### src/rtl/hazard_ctrl.sv
// Pipeline hazard unit: load-use stall/bubble, jump squash, and syscall drain/notify sequencing.
// STALL/FLUSH are combinational from state and inputs; Busy/Syscall_OUT come straight from flops.
module hazard_ctrl #(
   parameter int NSTAGES = 4,
   parameter int REGW    = 5
) (
   input  logic               CLOCK,
   input  logic               RESET,
   input  logic               Syscall_IN,
   input  logic               Syscall_ACK,
   input  logic               Jump_IN,
   input  logic               MemRead_IDEXE,
   input  logic [REGW-1:0]    Rt_IDEXE,
   input  logic [REGW-1:0]    Rs_IFID,
   input  logic [REGW-1:0]    Rt_IFID,
   output logic [NSTAGES-1:0] STALL,
   output logic [NSTAGES-1:0] FLUSH,
   output logic               Syscall_OUT,
   output logic               Busy
);

   localparam int IDXW = $clog2(NSTAGES) + 1;
   localparam logic [IDXW-1:0] IDX_LAST = IDXW'(NSTAGES - 1);

   typedef enum logic [1:0] {
      S_IDLE   = 2'd0,
      S_DRAIN  = 2'd1,
      S_NOTIFY = 2'd2
   } state_t;

   state_t          state_q, state_d;
   logic [IDXW-1:0] idx_q, idx_d;
   logic            busy_q, sysout_q;
   logic            loaduse;

   // Register 0 is hardwired zero, so a load targeting it can never create a hazard.
   assign loaduse = MemRead_IDEXE && (Rt_IDEXE != '0) &&
                    ((Rt_IDEXE == Rs_IFID) || (Rt_IDEXE == Rt_IFID));

   always_comb begin
      state_d = state_q;
      idx_d   = idx_q;
      case (state_q)
         S_IDLE: begin
            if (Syscall_IN) begin
               state_d = S_DRAIN;
               idx_d   = IDXW'(1);
            end
         end
         S_DRAIN: begin
            if (idx_q == IDX_LAST) begin
               state_d = S_NOTIFY;
            end else begin
               idx_d = idx_q + IDXW'(1);
            end
         end
         S_NOTIFY: begin
            if (Syscall_ACK) begin
               state_d = S_IDLE;
               idx_d   = '0;
            end
         end
         default: begin
            state_d = S_IDLE;
            idx_d   = '0;
         end
      endcase
   end

   // Busy and Syscall_OUT are flopped from the next state so they never glitch.
   always_ff @(posedge CLOCK or negedge RESET) begin
      if (!RESET) begin
         state_q  <= S_IDLE;
         idx_q    <= '0;
         busy_q   <= 1'b0;
         sysout_q <= 1'b0;
      end else begin
         state_q  <= state_d;
         idx_q    <= idx_d;
         busy_q   <= (state_d != S_IDLE);
         sysout_q <= (state_d == S_NOTIFY);
      end
   end

   always_comb begin
      STALL = '0;
      FLUSH = '0;
      case (state_q)
         S_IDLE: begin
            if (loaduse) begin
               STALL[0] = 1'b1;
               FLUSH[1] = 1'b1;
            end else if (Jump_IN) begin
               FLUSH[0] = 1'b1;
            end
         end
         S_DRAIN: begin
            STALL[0] = 1'b1;
            FLUSH[0] = 1'b1;
            for (int i = 1; i < NSTAGES; i++) begin
               if (idx_q == IDXW'(i)) FLUSH[i] = 1'b1;
            end
         end
         S_NOTIFY: begin
            STALL[0] = 1'b1;
            FLUSH[0] = 1'b1;
         end
         default: begin
            STALL = '0;
            FLUSH = '0;
         end
      endcase
   end

   assign Busy        = busy_q;
   assign Syscall_OUT = sysout_q;

endmodule

### config.mk
export PLATFORM = sky130hd
export DESIGN_NAME = hazard_ctrl
export DESIGN_NICKNAME = d
export VERILOG_FILES = /design/src/rtl/hazard_ctrl.sv
export SDC_FILE = /design/constraint.sdc
export NUM_CORES = 1
export LEC_CHECK = 0
export BUFFER_PORTS_ARGS = -buffer_cell sky130_fd_sc_hd__buf_4
export CORE_UTILIZATION = 45
export CTS_BUF_LIST = sky130_fd_sc_hd__clkbuf_4
export CTS_CLUSTER_SIZE = 28
export DETAILED_ROUTE_END_ITERATION = 8
export GPL_TIMING_DRIVEN = 0
export HOLD_SLACK_MARGIN = 0.02
export PLACE_DENSITY = 0.8
export SLEW_MARGIN = 0
export SYNTH_ARGS = -nofsm -noshare
export SYNTH_HDL_FRONTEND = slang
export SYNTH_SLANG_ARGS = --single-unit
### constraint.sdc
create_clock -name CLOCK -period 3.24 [get_ports CLOCK]
set_input_delay 0.324 -clock CLOCK [delete_from_list [all_inputs] [get_ports CLOCK]]
set_output_delay 0.324 -clock CLOCK [all_outputs]
set_load 0.005 [all_outputs]
==> out/results.ini, run 1 <==
[setup_path]
required_ps=2920
endpoint_kind=output port
critical_path_class=reg2out
critPathMaxFanout=6
start_kind=register
cpMostUsedCell=inv_1
path_cells=inv_1, ha_1, inv_1, o41ai_1, buf_4
critPathTopFamily=flip-flops
slowest_stage=dfrtp_1
reg2reg_depth=6
cp_num_buf_inv=3
slowest_delay_ps=400
r2r_end=idx_q[1]
r2r_setup_slack_ps=1570
crit_arrival_ps=1640
cp.depth=5
worstReg2RegStart=state_q[0]

[clock_network]
cts_setup_buffers=0
postCtsHoldBufs=1
path_clk_slew_ps=60
root_buffer=clkbuf_4
cts_tree=built
max-clock-path-buffers=2
numCtsBuffers=3
h-tree-depth=1
clock_latency_ps=260
cts_sinks=7
cts_resized=0

[layout]
layoutNonFillerInstCount=120
num-nets-final=135
syn_to_final_growth_pct=42.41
drive_gt1_share_pct=35.24
diodes=0

[sta]
slew_viol_final=0
setup_viol=0
min_period_ps=1962
finalCritPeriodShare_pct=60.56
hold_ws_ps=403.0
clock-skew-final_ps=12.27
rsz0062_at_grt=false
final_hold_viol_count=0
fmax_mhz=509.6
tns_ps=0

[floorplan]
start_util_pct=48.75
rows=13
core-area_um2=1301
die_y_um=39.55
die-area_um2=1564
die_width_um=39.55
ioPinCount=31

[power_and_ir_drop]
p_clk_share_pct=15.8
p_int_mw=0.3485
switching_share_pct=38.55
p_leak_nw=0.4732
p_switching_mw=0.2186
total_power_mw=0.5671
p_per_area_nw_per_um2=627.8
ir_drop_uv=342.7
seqPwrFrac_pct=26.1
pwr-share-comb_pct=58.1

[synth]
muxShareOfSynthArea_pct=1.578
ys_seq_area_share_pct=27.61
ys_seq_elements=7
yosys.area.top_type=dfrtp_1
synth_compound_area_share_pct=14.79
synthTopCellsByArea=dfrtp_1, ha_1, xor2_1, nor2b_1, buf_4
synth_top_family_by_area=simple AND/OR/NAND/NOR gates
synthSimpleGateAreaFrac_pct=18.74
synth_top_area_share_pct=27.61
synth_area_per_cell_um2=8.935
ys_types=28
synthXorXnorAreaFrac_pct=13.81
synth_fa_ha_area_share_pct=15.78
synthCells=71
syn_area_um2=634.4
yosysWarningCount=0

[placement]
dpl.hpwl_um=1117
routabilityCongestion=0.7806
portBuffers=27
placed_cells=115

[routing]
num_vias=583
drcViolationCount=0
drt_iter0_markers=5
finalWirelength_um=1390
via_per_inst=4.858
avgRoutedWirePerCell_um=11.58
ant_nets=0
dr.pass1.iters=4

[outcome]
status=finished, final reports clean

[grt]
grt_max_degree=8
grt_pass1_wl_um=2125
track_usage_pct=20.99
grt_remaining_overflow=0
antenna_found_initial=0
grt_pass1_vias=523

[min_path]
hold_path_class=in2async

[job]
cap_violations=0

-- synthesized netlist by cell type --
| cell type | instances |
|---|---|
| nand2_1 | 1 |
| nor2b_1 | 4 |
| conb_1 | 1 |
| nand3_1 | 1 |
| and3_1 | 1 |
| or4_1 | 1 |
| nor2_1 | 4 |
| o21ai_0 | 2 |
| or2_2 | 1 |
| mux2i_1 | 1 |
| nand2b_1 | 2 |
| inv_1 | 6 |
| o22ai_1 | 1 |
| xor2_1 | 10 |
| dfrtp_1 | 7 |
| o21ai_2 | 1 |
| nor3_2 | 1 |
| o31ai_1 | 2 |
| and2_1 | 1 |
| or2_1 | 1 |
| nor3_1 | 3 |
| buf_4 | 3 |
| o41ai_1 | 1 |
| ha_1 | 8 |
| a22o_1 | 1 |
| a21oi_1 | 4 |
| o31a_1 | 1 |
| a22oi_1 | 1 |
-- cell families (layout without fill, tap and decap cells) --
logic type      count (synthesis)  count (layout)
simple gates                   21              21
compound gates                 14              14
xor+xnor                       10              10
buf+inv                         9              41
fa+ha+maj                       8               8
flops                           7               7
other cells                     1               3
mux                             1               1
-- layout by cell type, fill, tap and decap left out --
master | Yosys | routed
mux2i_1 | 1 | 1
clkbuf_4 | 0 | 4
and3_1 | 1 | 1
nor2b_1 | 4 | 4
a22oi_1 | 1 | 1
nand3_1 | 1 | 1
o41ai_1 | 1 | 1
ha_1 | 8 | 8
o31ai_1 | 2 | 2
conb_1 | 1 | 3
inv_1 | 6 | 6
a22o_1 | 1 | 1
or4_1 | 1 | 1
dfrtp_1 | 7 | 7
and2_1 | 1 | 1
buf_4 | 3 | 30
o31a_1 | 1 | 1
dlygate4sd3_1 | 0 | 1
or2_2 | 1 | 1
a21oi_1 | 4 | 4
nor2_1 | 4 | 4
xor2_1 | 10 | 10
o21ai_2 | 1 | 1
nor3_2 | 1 | 1
or2_1 | 1 | 1
nor3_1 | 3 | 3
o22ai_1 | 1 | 1
o21ai_0 | 2 | 2
nand2b_1 | 2 | 2
nand2_1 | 1 | 1
-- worst reg2reg max path, delay by kind of cell, from the launching register on --
family / cells / cell delay [ps]
buf+inv: 1 / 90
simple gates: 2 / 420
fa+ha+maj: 1 / 270
compound gates: 2 / 450
flops: 1 / 390
-- power groups by stage --
stage          clock [mW]  combinational [mW]  sequential (mW)
2_1_floorplan           0               0.200            0.145
6_report           0.0899               0.329            0.148
5_1_grt            0.0987               0.368            0.152
4_1_cts            0.0910               0.331            0.148
3_5_place_dp            0               0.322            0.150
3_3_place_gp            0               0.312            0.146
-- per-layer routing --
| layer | up-vias | GRT usage, % | share of wire, % |
|---|---|---|---|
| li1 | 307 | - | - |
| met1 | 256 | 20.89 | 43 |
| met2 | 18 | 39.34 | 52 |
| met3 | 2 | 5.114 | 3.9 |
| met4 | 0 | 10.34 | 1.3 |
| met5 | - | 0 | 0 |
-- flip-flops by register name, indices dropped and copies added (netlist names) --
name	flops
Busy	1
Syscall_OUT	1
idx_q	3
state_q	2
-- stage by stage --
stage	setup slack, ps	instance area [um^2]	utilization (%)
5_1_grt	1135	903.4	69.42
3_5_place_dp	1499	863.3	66.35
2_1_floorplan	1768	641.9	-
3_3_place_gp	1505	863.3	66.35
6_report	1278	903.4	69.42
4_1_cts	1265	903.4	69.42
-- area by class of cell --
type / count / area [um^2]
clock buffer: 4 / 30.03
tap: 15 / 18.77
buffer: 3 / 22.52
timing repair buffer: 28 / 212.7
fill: 121 / 397.9
multi-input combinational: 57 / 421.7
inverter: 6 / 22.52
sequential: 7 / 175.2
-- worst max path at each step --
| stage | start | end | slack, ps |
|---|---|---|---|
| floorplan | state_q[0] | STALL[0] | 1770 |
| global placement | Rt_IDEXE[1] | FLUSH[0] | 1510 |
| detailed placement | Rt_IDEXE[3] | STALL[0] | 1500 |
| CTS | state_q[0] | STALL[0] | 1260 |
| global route | state_q[1] | STALL[0] | 1130 |
| finish | state_q[0] | STALL[0] | 1280 |
(Power assumes the default switching activity.)
==> run 2, diff against run 1 <==
--- a/config.mk
+++ b/config.mk
@@ -6,13 +6,13 @@
 export NUM_CORES = 1
 export LEC_CHECK = 0
 export BUFFER_PORTS_ARGS = -buffer_cell sky130_fd_sc_hd__buf_4
-export CORE_UTILIZATION = 45
+export CORE_UTILIZATION = 42
 export CTS_BUF_LIST = sky130_fd_sc_hd__clkbuf_4
 export CTS_CLUSTER_SIZE = 28
 export DETAILED_ROUTE_END_ITERATION = 8
 export GPL_TIMING_DRIVEN = 0
 export HOLD_SLACK_MARGIN = 0.02
-export PLACE_DENSITY = 0.8
+export PLACE_DENSITY = 0.79
 export SLEW_MARGIN = 0
 export SYNTH_ARGS = -nofsm -noshare
 export SYNTH_HDL_FRONTEND = slang
==> constraint.sdc (replaced) <==
create_clock -name CLOCK -period 1.7 [get_ports CLOCK]
set_input_delay 0.17 -clock CLOCK [delete_from_list [all_inputs] [get_ports CLOCK]]
set_output_delay 0.17 -clock CLOCK [all_outputs]
set_load 0.005 [all_outputs]
==> run 2 against run 1 <==
Clock-buffer cell count is the same. Largest power group unchanged. Clock power grew 85%. Sequential power rose by 93%. Die area is 6.8% higher. Flip-flop and latch count is the same.
==> out/results.ini, run 2 (synthesis results as in run 1) <==
[clock_network]
clock_latency_ps=250  ; about the same
cts_sinks=7  ; unchanged
cts_tree=built
root_buffer=clkbuf_4
max-clock-path-buffers=2  ; unchanged
path_clk_slew_ps=50  ; about the same
h-tree-depth=1  ; unchanged
numCtsBuffers=3  ; unchanged

[layout]
nFillCells=115  ; -5.0%
multi_input_area_um2=449.2  ; +6.5%
drive_gt1_share_pct=42.45  ; +7.2 points
layout_common_cells=buf_4, xor2_1, dfrtp_1, ha_1
top_regs=idx_q: 3 flops, state_q: 2 flops
syn_to_final_growth_pct=48.13
top_register=idx_q
largest_reg_flops=3  ; unchanged
diodes=0  ; unchanged
layoutNonFillerInstCount=121  ; +0.83%
final_common_cell=buf_4
num-nets-final=136  ; +0.74%
fin_util_pct=69.60  ; +0.18 points
regArea_um2=176.4  ; +0.71%

[routing]
num_vias=590  ; +1.2%
drt_iter0_markers=5  ; unchanged
ant_nets=0  ; unchanged
drcViolationCount=0  ; unchanged
avgRoutedWirePerCell_um=12.28  ; +6.0%
via_per_inst=4.876  ; +0.36%
dr.pass1.iters=4  ; unchanged
finalWirelength_um=1486  ; +6.9%

[floorplan]
rows=13  ; unchanged
die_y_um=40.87  ; +3.3%
core-area_um2=1350  ; +3.7%
start_util_pct=46.99  ; -1.8 points
ioPinCount=31  ; unchanged
die_width_um=40.87  ; +3.3%
die-area_um2=1670  ; +6.8%

[grt]
grt_max_degree=8  ; unchanged
antenna_found_initial=0  ; unchanged
grt_pass1_vias=561  ; +7.3%
grt_remaining_overflow=0  ; unchanged
grt_pass1_wl_um=2311  ; +8.8%
track_usage_pct=21.65  ; +0.66 points

[setup_path]
critical_path_class=reg2reg
start_kind=register
r2r_setup_slack_ps=90  ; -1480 ps
critPathMaxFanout=7  ; +1
endpoint_kind=register
required_ps=1830  ; -1090 ps
crit_arrival_ps=1740  ; +100 ps
r2r_end=Busy
worstReg2RegStart=state_q[0]
reg2reg_depth=5  ; -1

[sta]
fmax_mhz=619.7
slew_viol_final=0  ; unchanged
finalCritPeriodShare_pct=94.92
setup_viol=0  ; unchanged
hold_ws_ps=275.6  ; -127.4 ps
clock-skew-final_ps=6.093  ; -6.173 ps
rsz0062_at_grt=false
min_period_ps=1614
tns_ps=0  ; unchanged
final_hold_viol_count=0  ; unchanged

[placement]
dpl.hpwl_um=1281  ; +15%
portBuffers=27  ; unchanged
routabilityCongestion=0.6980  ; -11%
placed_cells=115  ; unchanged

[power_and_ir_drop]
p_leak_nw=0.4816  ; +1.8%
seqPwrFrac_pct=25.1  ; -1.0 points
pwr-share-comb_pct=60.4  ; +2.3 points
total_power_mw=1.142  ; +100%
p_switching_mw=0.4328  ; +98%
p_clk_share_pct=14.5  ; -1.3 points
p_int_mw=0.7094  ; +100%
p_per_area_nw_per_um2=1215  ; +94%
ir_drop_uv=702.5  ; +110%
switching_share_pct=37.89  ; -0.66 points

[min_path]
hold_path_class=in2async

[outcome]
status=finished, final reports clean

[job]
cap_violations=0  ; unchanged

[run 2: cell types whose count changed in the layout (fill, tap and decap cells not counted)]
cell / delta
o41ai_2: +1
dfrtp_1: -1
o41ai_1: -1
nor3_2: +1
dfrtp_2: +1
ha_1: -2
ha_2: +1
inv_1: -2
ha_4: +1
inv_2: +2
buf_4: +1
nor3_1: -1
[run 2: worst max-delay path: stages (launching register included)]
cell     delay (ps)
dfrtp_1         420
ha_1            300
nor2b_1         180
nor3_1          220
nor3_2           80
or2_2           290
[run 2: layout make-up]
cell class              instances  share of cell area (%)
well taps                      15                   1.997
clock buffers                   4                   3.196
inverters                       6                   2.397
repair buffers                 29                   23.44
plain buffers                   3                   2.397
flip-flops and latches          7                   18.77
multi-input cells              57                   47.80
[run 2: layer usage]
| layer | share of wire (%) | wire length [um] | global-route usage, % |
|---|---|---|---|
| met1 | 40 | 601 | 24.42 |
| met5 | 0 | 0 | 0 |
| met2 | 56 | 828 | 38.28 |
| met3 | 3.8 | 56 | 4.891 |
| met4 | 0 | 0 | 9.167 |
[run 2: repair_timing]
item / 4_1_cts / 5_1_grt
setup endpoints to repair: 1 / 6
resized for setup: 4 / 4
endpoints found under the hold margin: 7 / 0
pin swaps: 0 / 1
hold buffers: 1 / 0
buffers inserted: 0 / 1
[run 2: worst max path at each step]
stage / end / cells past startpoint / from / slack [ps]
after global routing: idx_q[1] / 6 / state_q[0] / 3
after floorplan: idx_q[0] / 6 / state_q[0] / 230
after CTS: STALL[0] / 5 / state_q[1] / 10
final: Busy / 5 / state_q[0] / 90
after global placement: Busy / 6 / state_q[1] / 110
after detailed placement: idx_q[0] / 6 / state_q[0] / 80
[run 2: stage by stage]
| step | instance area, um^2 | worst slack (ps) |
|---|---|---|
| 2_1_floorplan | 641.9 | 232.3 |
| 3_3_place_gp | 863.3 | 113.5 |
| 3_5_place_dp | 863.3 | 79.03 |
| 4_1_cts | 923.4 | 11.72 |
| 5_1_grt | 939.7 | 3.016 |
| 6_report | 939.7 | 86.33 |
[run 2: power by group through the flow]
stage | logic [mW] | registers [mW] | clock network, mW
floorplan | 0.381 | 0.276 | 0
detailed placement | 0.620 | 0.286 | 0
finish | 0.690 | 0.286 | 0.166
CTS | 0.671 | 0.285 | 0.172
global placement | 0.594 | 0.280 | 0
global route | 0.770 | 0.297 | 0.185
